$ cat src/rtl/aib_wb_adapt_mode_ctrl.sv
// Run-time FIFO-selection change sequencer for the AIB Wishbone adapter.
// Gates new strobes, drains in-flight transfers, pulses adapter reset, settles, then acks.
module aib_wb_adapt_mode_ctrl #(
  parameter int unsigned MaxOutstanding = 4,
  parameter int unsigned DrainTimeout   = 64,
  parameter int unsigned RstHoldCycles  = 4,
  parameter int unsigned SettleCycles   = 4,
  parameter logic [1:0]  ResetFifoSel   = 2'd0
) (
  input  logic       i_sys_clk,
  input  logic       i_rst_n,
  input  logic       i_cfg_req,
  input  logic [1:0] i_cfg_fifo_sel,
  output logic       o_cfg_busy,
  output logic       o_cfg_ack,
  output logic       o_cfg_err,
  input  logic       i_m_wb_stb,
  output logic       o_m_wb_stall,
  output logic       o_a_wb_stb,
  input  logic       i_a_wb_stall,
  input  logic       i_a_wb_ack,
  output logic [1:0] o_fifo_sel,
  output logic       o_adapt_rst_n
);

  localparam int unsigned CntW    = $clog2(MaxOutstanding + 1);
  localparam int unsigned TmrMax0 = (DrainTimeout > RstHoldCycles) ? DrainTimeout : RstHoldCycles;
  localparam int unsigned TmrMax  = (TmrMax0 > SettleCycles) ? TmrMax0 : SettleCycles;
  localparam int unsigned TmrW    = $clog2(TmrMax + 1);

  typedef enum logic [2:0] {
    ST_IDLE   = 3'd0,
    ST_DRAIN  = 3'd1,
    ST_RESET  = 3'd2,
    ST_SETTLE = 3'd3,
    ST_DONE   = 3'd4
  } state_t;

  state_t            state_r;
  state_t            state_nx_s;
  logic [TmrW-1:0]   timer_r;
  logic [CntW-1:0]   outstanding_r;
  logic [1:0]        sel_r;
  logic [1:0]        fifo_sel_r;
  logic              adapt_rst_n_r;
  logic              gate_r;
  logic              err_r;
  logic              ack_r;
  logic              cerr_r;
  logic              busy_r;
  logic              drain_err_s;
  logic              enter_reset_s;
  logic              gate_nx_s;
  logic              inc_s;
  logic              dec_s;

  assign o_a_wb_stb    = i_m_wb_stb & ~gate_r;
  assign o_m_wb_stall  = i_a_wb_stall | gate_r;
  assign inc_s         = o_a_wb_stb & ~i_a_wb_stall;
  assign dec_s         = i_a_wb_ack;
  assign o_fifo_sel    = fifo_sel_r;
  assign o_adapt_rst_n = adapt_rst_n_r;
  assign o_cfg_ack     = ack_r;
  assign o_cfg_err     = cerr_r;
  assign o_cfg_busy    = busy_r;

  // Next-state decode; drain_err_s flags a timeout-forced exit from DRAIN.
  always_comb begin
    state_nx_s  = state_r;
    drain_err_s = 1'b0;
    case (state_r)
      ST_IDLE: begin
        if (i_cfg_req) begin
          state_nx_s = (i_cfg_fifo_sel != fifo_sel_r) ? ST_DRAIN : ST_DONE;
        end else begin
          state_nx_s = ST_IDLE;
        end
      end
      ST_DRAIN: begin
        if (outstanding_r == {CntW{1'b0}}) begin
          state_nx_s = ST_RESET;
        end else if (timer_r == TmrW'(DrainTimeout - 1)) begin
          state_nx_s  = ST_RESET;
          drain_err_s = 1'b1;
        end else begin
          state_nx_s = ST_DRAIN;
        end
      end
      ST_RESET: begin
        if (timer_r == TmrW'(RstHoldCycles - 1)) begin
          state_nx_s = ST_SETTLE;
        end else begin
          state_nx_s = ST_RESET;
        end
      end
      ST_SETTLE: begin
        if (timer_r == TmrW'(SettleCycles - 1)) begin
          state_nx_s = ST_DONE;
        end else begin
          state_nx_s = ST_SETTLE;
        end
      end
      ST_DONE:  state_nx_s = ST_IDLE;
      default:  state_nx_s = ST_IDLE;
    endcase
    enter_reset_s = (state_r == ST_DRAIN) && (state_nx_s == ST_RESET);
    // A no-change request goes straight to DONE without ever gating the master.
    gate_nx_s = (state_nx_s != ST_IDLE) && !((state_r == ST_IDLE) && (state_nx_s == ST_DONE));
  end

  // State, timer and registered outputs.
  always_ff @(posedge i_sys_clk) begin
    if (!i_rst_n) begin
      state_r       <= ST_IDLE;
      timer_r       <= {TmrW{1'b0}};
      sel_r         <= ResetFifoSel;
      fifo_sel_r    <= ResetFifoSel;
      adapt_rst_n_r <= 1'b0;
      gate_r        <= 1'b0;
      err_r         <= 1'b0;
      ack_r         <= 1'b0;
      cerr_r        <= 1'b0;
      busy_r        <= 1'b0;
    end else begin
      state_r <= state_nx_s;
      if ((state_nx_s != state_r) || (state_r == ST_IDLE)) begin
        timer_r <= {TmrW{1'b0}};
      end else begin
        timer_r <= timer_r + TmrW'(1);
      end
      if ((state_r == ST_IDLE) && i_cfg_req) begin
        sel_r <= i_cfg_fifo_sel;
      end
      if (enter_reset_s) begin
        fifo_sel_r <= sel_r;
      end
      if (state_r == ST_IDLE) begin
        err_r <= 1'b0;
      end else if (enter_reset_s) begin
        err_r <= drain_err_s;
      end
      adapt_rst_n_r <= (state_nx_s != ST_RESET);
      gate_r        <= gate_nx_s;
      busy_r        <= (state_nx_s != ST_IDLE);
      ack_r         <= (state_nx_s == ST_DONE);
      cerr_r        <= (state_nx_s == ST_DONE) && (state_r == ST_SETTLE) && err_r;
    end
  end

  // In-flight transaction counter: saturating, no underflow, cleared when the adapter is reset.
  always_ff @(posedge i_sys_clk) begin
    if (!i_rst_n) begin
      outstanding_r <= {CntW{1'b0}};
    end else if (enter_reset_s) begin
      outstanding_r <= {CntW{1'b0}};
    end else if (inc_s && !dec_s && (outstanding_r != CntW'(MaxOutstanding))) begin
      outstanding_r <= outstanding_r + CntW'(1);
    end else if (dec_s && !inc_s && (outstanding_r != {CntW{1'b0}})) begin
      outstanding_r <= outstanding_r - CntW'(1);
    end
  end

endmodule

$ cat config.mk
export PLATFORM = sky130hd
export DESIGN_NAME = aib_wb_adapt_mode_ctrl
export DESIGN_NICKNAME = d
export VERILOG_FILES = /design/src/rtl/aib_wb_adapt_mode_ctrl.sv
export SDC_FILE = /design/constraint.sdc
export NUM_CORES = 1
export LEC_CHECK = 0
export ABC_AREA = 1
export BUFFER_PORTS_ARGS = -buffer_cell sky130_fd_sc_hd__buf_2
export CAP_MARGIN = 20
export CORE_ASPECT_RATIO = 1.1
export CORE_MARGIN = 2
export CORE_UTILIZATION = 50
export CTS_CLUSTER_SIZE = 16
export DETAILED_ROUTE_END_ITERATION = 12
export GPL_TIMING_DRIVEN = 0
export PLACE_DENSITY = 0.68
export SLEW_MARGIN = 20
export SYNTH_ARGS = -nofsm -noshare
export SYNTH_HDL_FRONTEND = slang
export SYNTH_SLANG_ARGS = --single-unit
$ cat constraint.sdc
create_clock -name i_sys_clk -period 1.74 [get_ports i_sys_clk]
set_input_delay 0.435 -clock i_sys_clk [delete_from_list [all_inputs] [get_ports i_sys_clk]]
set_output_delay 0.435 -clock i_sys_clk [all_outputs]
set_load 0.02 [all_outputs]
==> impl_metrics.csv <==
group,metric,value,unit
worst_setup_path,crit_type,"reg2reg",
timing,hold_violations,0,
timing,finalMaxSlewViolations,0,
floorplan,io_pins,16,
synthesis,number_of_instances_in_the_synthesized_netlist,156,
grt,grt_pass1_wl,3.35,mm
power_and_ir_drop,p_leak,0.000585,uW
worst_setup_path,start_kind,"flop",
synthesis,post-synth-top-count-cell,"sky130_fd_sc_hd__nand2_1",
finish,antenna-diode-count,0,
timing,rsz0062_at_grt,"false",
place,finalWeightedCongestion,0.796,
drt,remaining_drc_errors,0,
grt,globalRoute.totalOverflow,0,
clocking,clock_tree.root_cell,"sky130_fd_sc_hd__clkbuf_4",
clocking,cts.clk_slew.worst_paths,0.12,ns
place,place_hpwl,1.52,mm
clocking,tritoncts,"yes",
drt,route.vias.total,943,
timing,setup_viol,0,
finish,synthToLayoutAreaGrowth,12.3,%
finish,fraction_of_final_layout_cells_with_drive_strength_greater_than_1,0.155,
floorplan,core_area,2020,sq um
drt,route.detailed.vias_per_inst,4.67,
timing,tightest_slew,0.357,ns
timing,finClkSkew,0.00350,ns
finish,final_net_count,185,
place,io_buffer_count,14,
timing,totalNegativeSetupSlack,0,ns
synthesis,synth_flop_cell,"sky130_fd_sc_hd__dfxtp_1",
clocking,cts.path.max_buffers,2,
grt,grt_start_max_net_pins,13,
job,maxCapViolCount,0,
worst_setup_path,setup.worst_path.end_class,"flop",
clocking,cts-resized-gates,0,
drt,drt_first_pass_iters,4,
drt,iter_0_drt_violations,8,
power_and_ir_drop,worst_ir_drop_vdd,750,uV
timing,post_route_minimum_period,1.58,ns
synthesis,yosys_warnings,0,
clocking,htree_levels,1,
worst_setup_path,depth_of_the_worst_register_to_register_path,9,
synthesis,synth.net_count,166,
drt,post_detailed_route_wirelength_per_cell,9.42,um
synthesis,synth.top_cell.area_share,0.426,
grt,grt.total_usage,0.169,
floorplan,placementRows,17,
worst_setup_path,worstPathRequired,1.95,ns
min_path,worstHoldPathCells,3,
synthesis,post_synth.cell_area_avg,6.92,sq um
timing,finalCritPeriodShare,0.909,
finish,fill_cell_instance_count_of_the_final_layout,212,
synthesis,synth_seq_cells,23,
synthesis,synth_seq_area_share,0.426,
drt,postRouteWirelength,1.90,mm
worst_setup_path,critical_path.max_fanout,3,
clocking,cts_setup_buffers,0,
floorplan,die_ht,52.7,um
timing,final.hold.worst_slack,0.389,ns
min_path,hold_path.class,"in2reg",
synthesis,ys_async_sr_fraction,0,
timing,timing.max_slew.rel_slack,0.762,
synthesis,netlist_top_cells_area,"sky130_fd_sc_hd__dfxtp_1, sky130_fd_sc_hd__nand2_1, sky130_fd_sc_hd__nor2_1, sky130_fd_sc_hd__inv_1, sky130_fd_sc_hd__nand3_1",
run_status,run_status,"finished, final reports clean",
floorplan,design.die.area,2550,sq um
synthesis,synth-edff-count,0,
synthesis,syn-cell-area,1080,sq um
floorplan,fp.dieW,48.3,um
worst_setup_path,arrival,1.79,ns
timing,fmax,0.632,GHz
synthesis,synth_top_area_cell,"sky130_fd_sc_hd__dfxtp_1",
grt,grt_antenna_before_repair,0,
clocking,cts.hold.buffers_added,0,
synthesis,top_cells_by_instance_count_after_synthesis,"sky130_fd_sc_hd__nand2_1, sky130_fd_sc_hd__nor2_1, sky130_fd_sc_hd__inv_1",
clocking,clock_sinks,23,
clocking,numCtsBuffers,3,
synthesis,ys_types,23,
power_and_ir_drop,pwr_density_cell,1310,nW/um^2
floorplan,initial_utilization,0.534,
grt,grt_pass1_vias,861,
drt,detail-route-antenna-nets,0,
clocking,insertion_delay,0.30,ns
==> sequential cells by signal, summed over array words and instances, names as in the netlist, 2 cells and up <==
name           flops
timer_r            7
state_r            3
o_fifo_sel         2
sel_r              2
outstanding_r      3
==> cell type report <==
| type | count | area [sq um] | share of cell area |
|---|---|---|---|
| multi-input cells | 107 | 522 | 0.430 |
| flip-flops and latches | 23 | 462 | 0.381 |
| inverters | 25 | 93.8 | 0.0774 |
| repair buffers | 14 | 70.1 | 0.0578 |
| well taps | 28 | 35.0 | 0.0289 |
| clock buffers | 4 | 26.3 | 0.0217 |
| plain buffers | 1 | 3.75 | 0.00310 |
==> through the flow <==
stage	std cells	setup slack, ns	instance area (sq um)	util	power (uW)
floorplan	156	0.105	1080	-	1210
global placement	198	0.0860	1180	0.586	1340
detailed placement	198	0.0556	1180	0.586	1360
CTS	202	0.151	1210	0.599	1610
global route	202	0.0221	1210	0.600	1740
finish	202	0.159	1210	0.600	1590
==> worst max-delay path: stages, from the launching register on <==
cell                      delay (ns)
sky130_fd_sc_hd__dfxtp_1        0.38
sky130_fd_sc_hd__ha_1           0.20
sky130_fd_sc_hd__inv_1          0.09
sky130_fd_sc_hd__nor2_1         0.14
sky130_fd_sc_hd__nand3_1        0.09
sky130_fd_sc_hd__nand2_1        0.08
sky130_fd_sc_hd__nand2_1        0.06
sky130_fd_sc_hd__nor2_1         0.18
sky130_fd_sc_hd__nand3_1        0.12
sky130_fd_sc_hd__and2_1         0.15
==> cell usage in the layout, fill, tap and decap left out, drive strengths merged <==
| cell | count |
|---|---|
| ha | 1 |
| dfxtp | 23 |
| xnor2 | 3 |
| nand3 | 11 |
| a31oi | 1 |
| o211ai | 1 |
| xor2 | 1 |
| inv | 25 |
| fa | 1 |
| o21ai | 5 |
| a21oi | 8 |
| nand2 | 39 |
| nor3 | 1 |
| and2 | 1 |
| nor2 | 33 |
| nand4 | 1 |
| buf | 14 |
| clkbuf | 5 |
==> power by group <==
group,internal [uW],switching (uW),total (uW),leakage [uW]
clock,89.4,148,237,0.0000150
combinational,225,422,647,0.000382
sequential,637,64.9,702,0.000188
==> kinds of logic (layout without fill, tap and decap cells) <==
logic type | after synthesis | in the layout | synth area share
adders and majority gates | 2 | 2 | 0.0301
AOI/OAI and AO/OA | 15 | 15 | 0.0800
DFF | 23 | 23 | 0.426
xor gates and xnor gates | 4 | 4 | 0.0325
and+or+nand+nor | 86 | 86 | 0.341
buffers and inverters | 26 | 44 | 0.0904
==> worst paths after layout <==
| path | startpoint | endpoint | slack (ns) |
|---|---|---|---|
| hold / removal | i_cfg_fifo_sel[0] | sel_r[0] | 0.39 |
| hold reg to reg | err_r | o_cfg_err | 0.46 |
| setup reg to reg | timer_r[0] | o_cfg_busy | 0.16 |
| setup / recovery | timer_r[0] | o_cfg_busy | 0.16 |
==> metal layers <==
metal / wire length (um) / GRT usage
met5: 0 / 0
met4: 27 / 0.0714
met3: 44 / 0.0257
met2: 950 / 0.322
met1: 881 / 0.189
(Power assumes the default switching activity.)
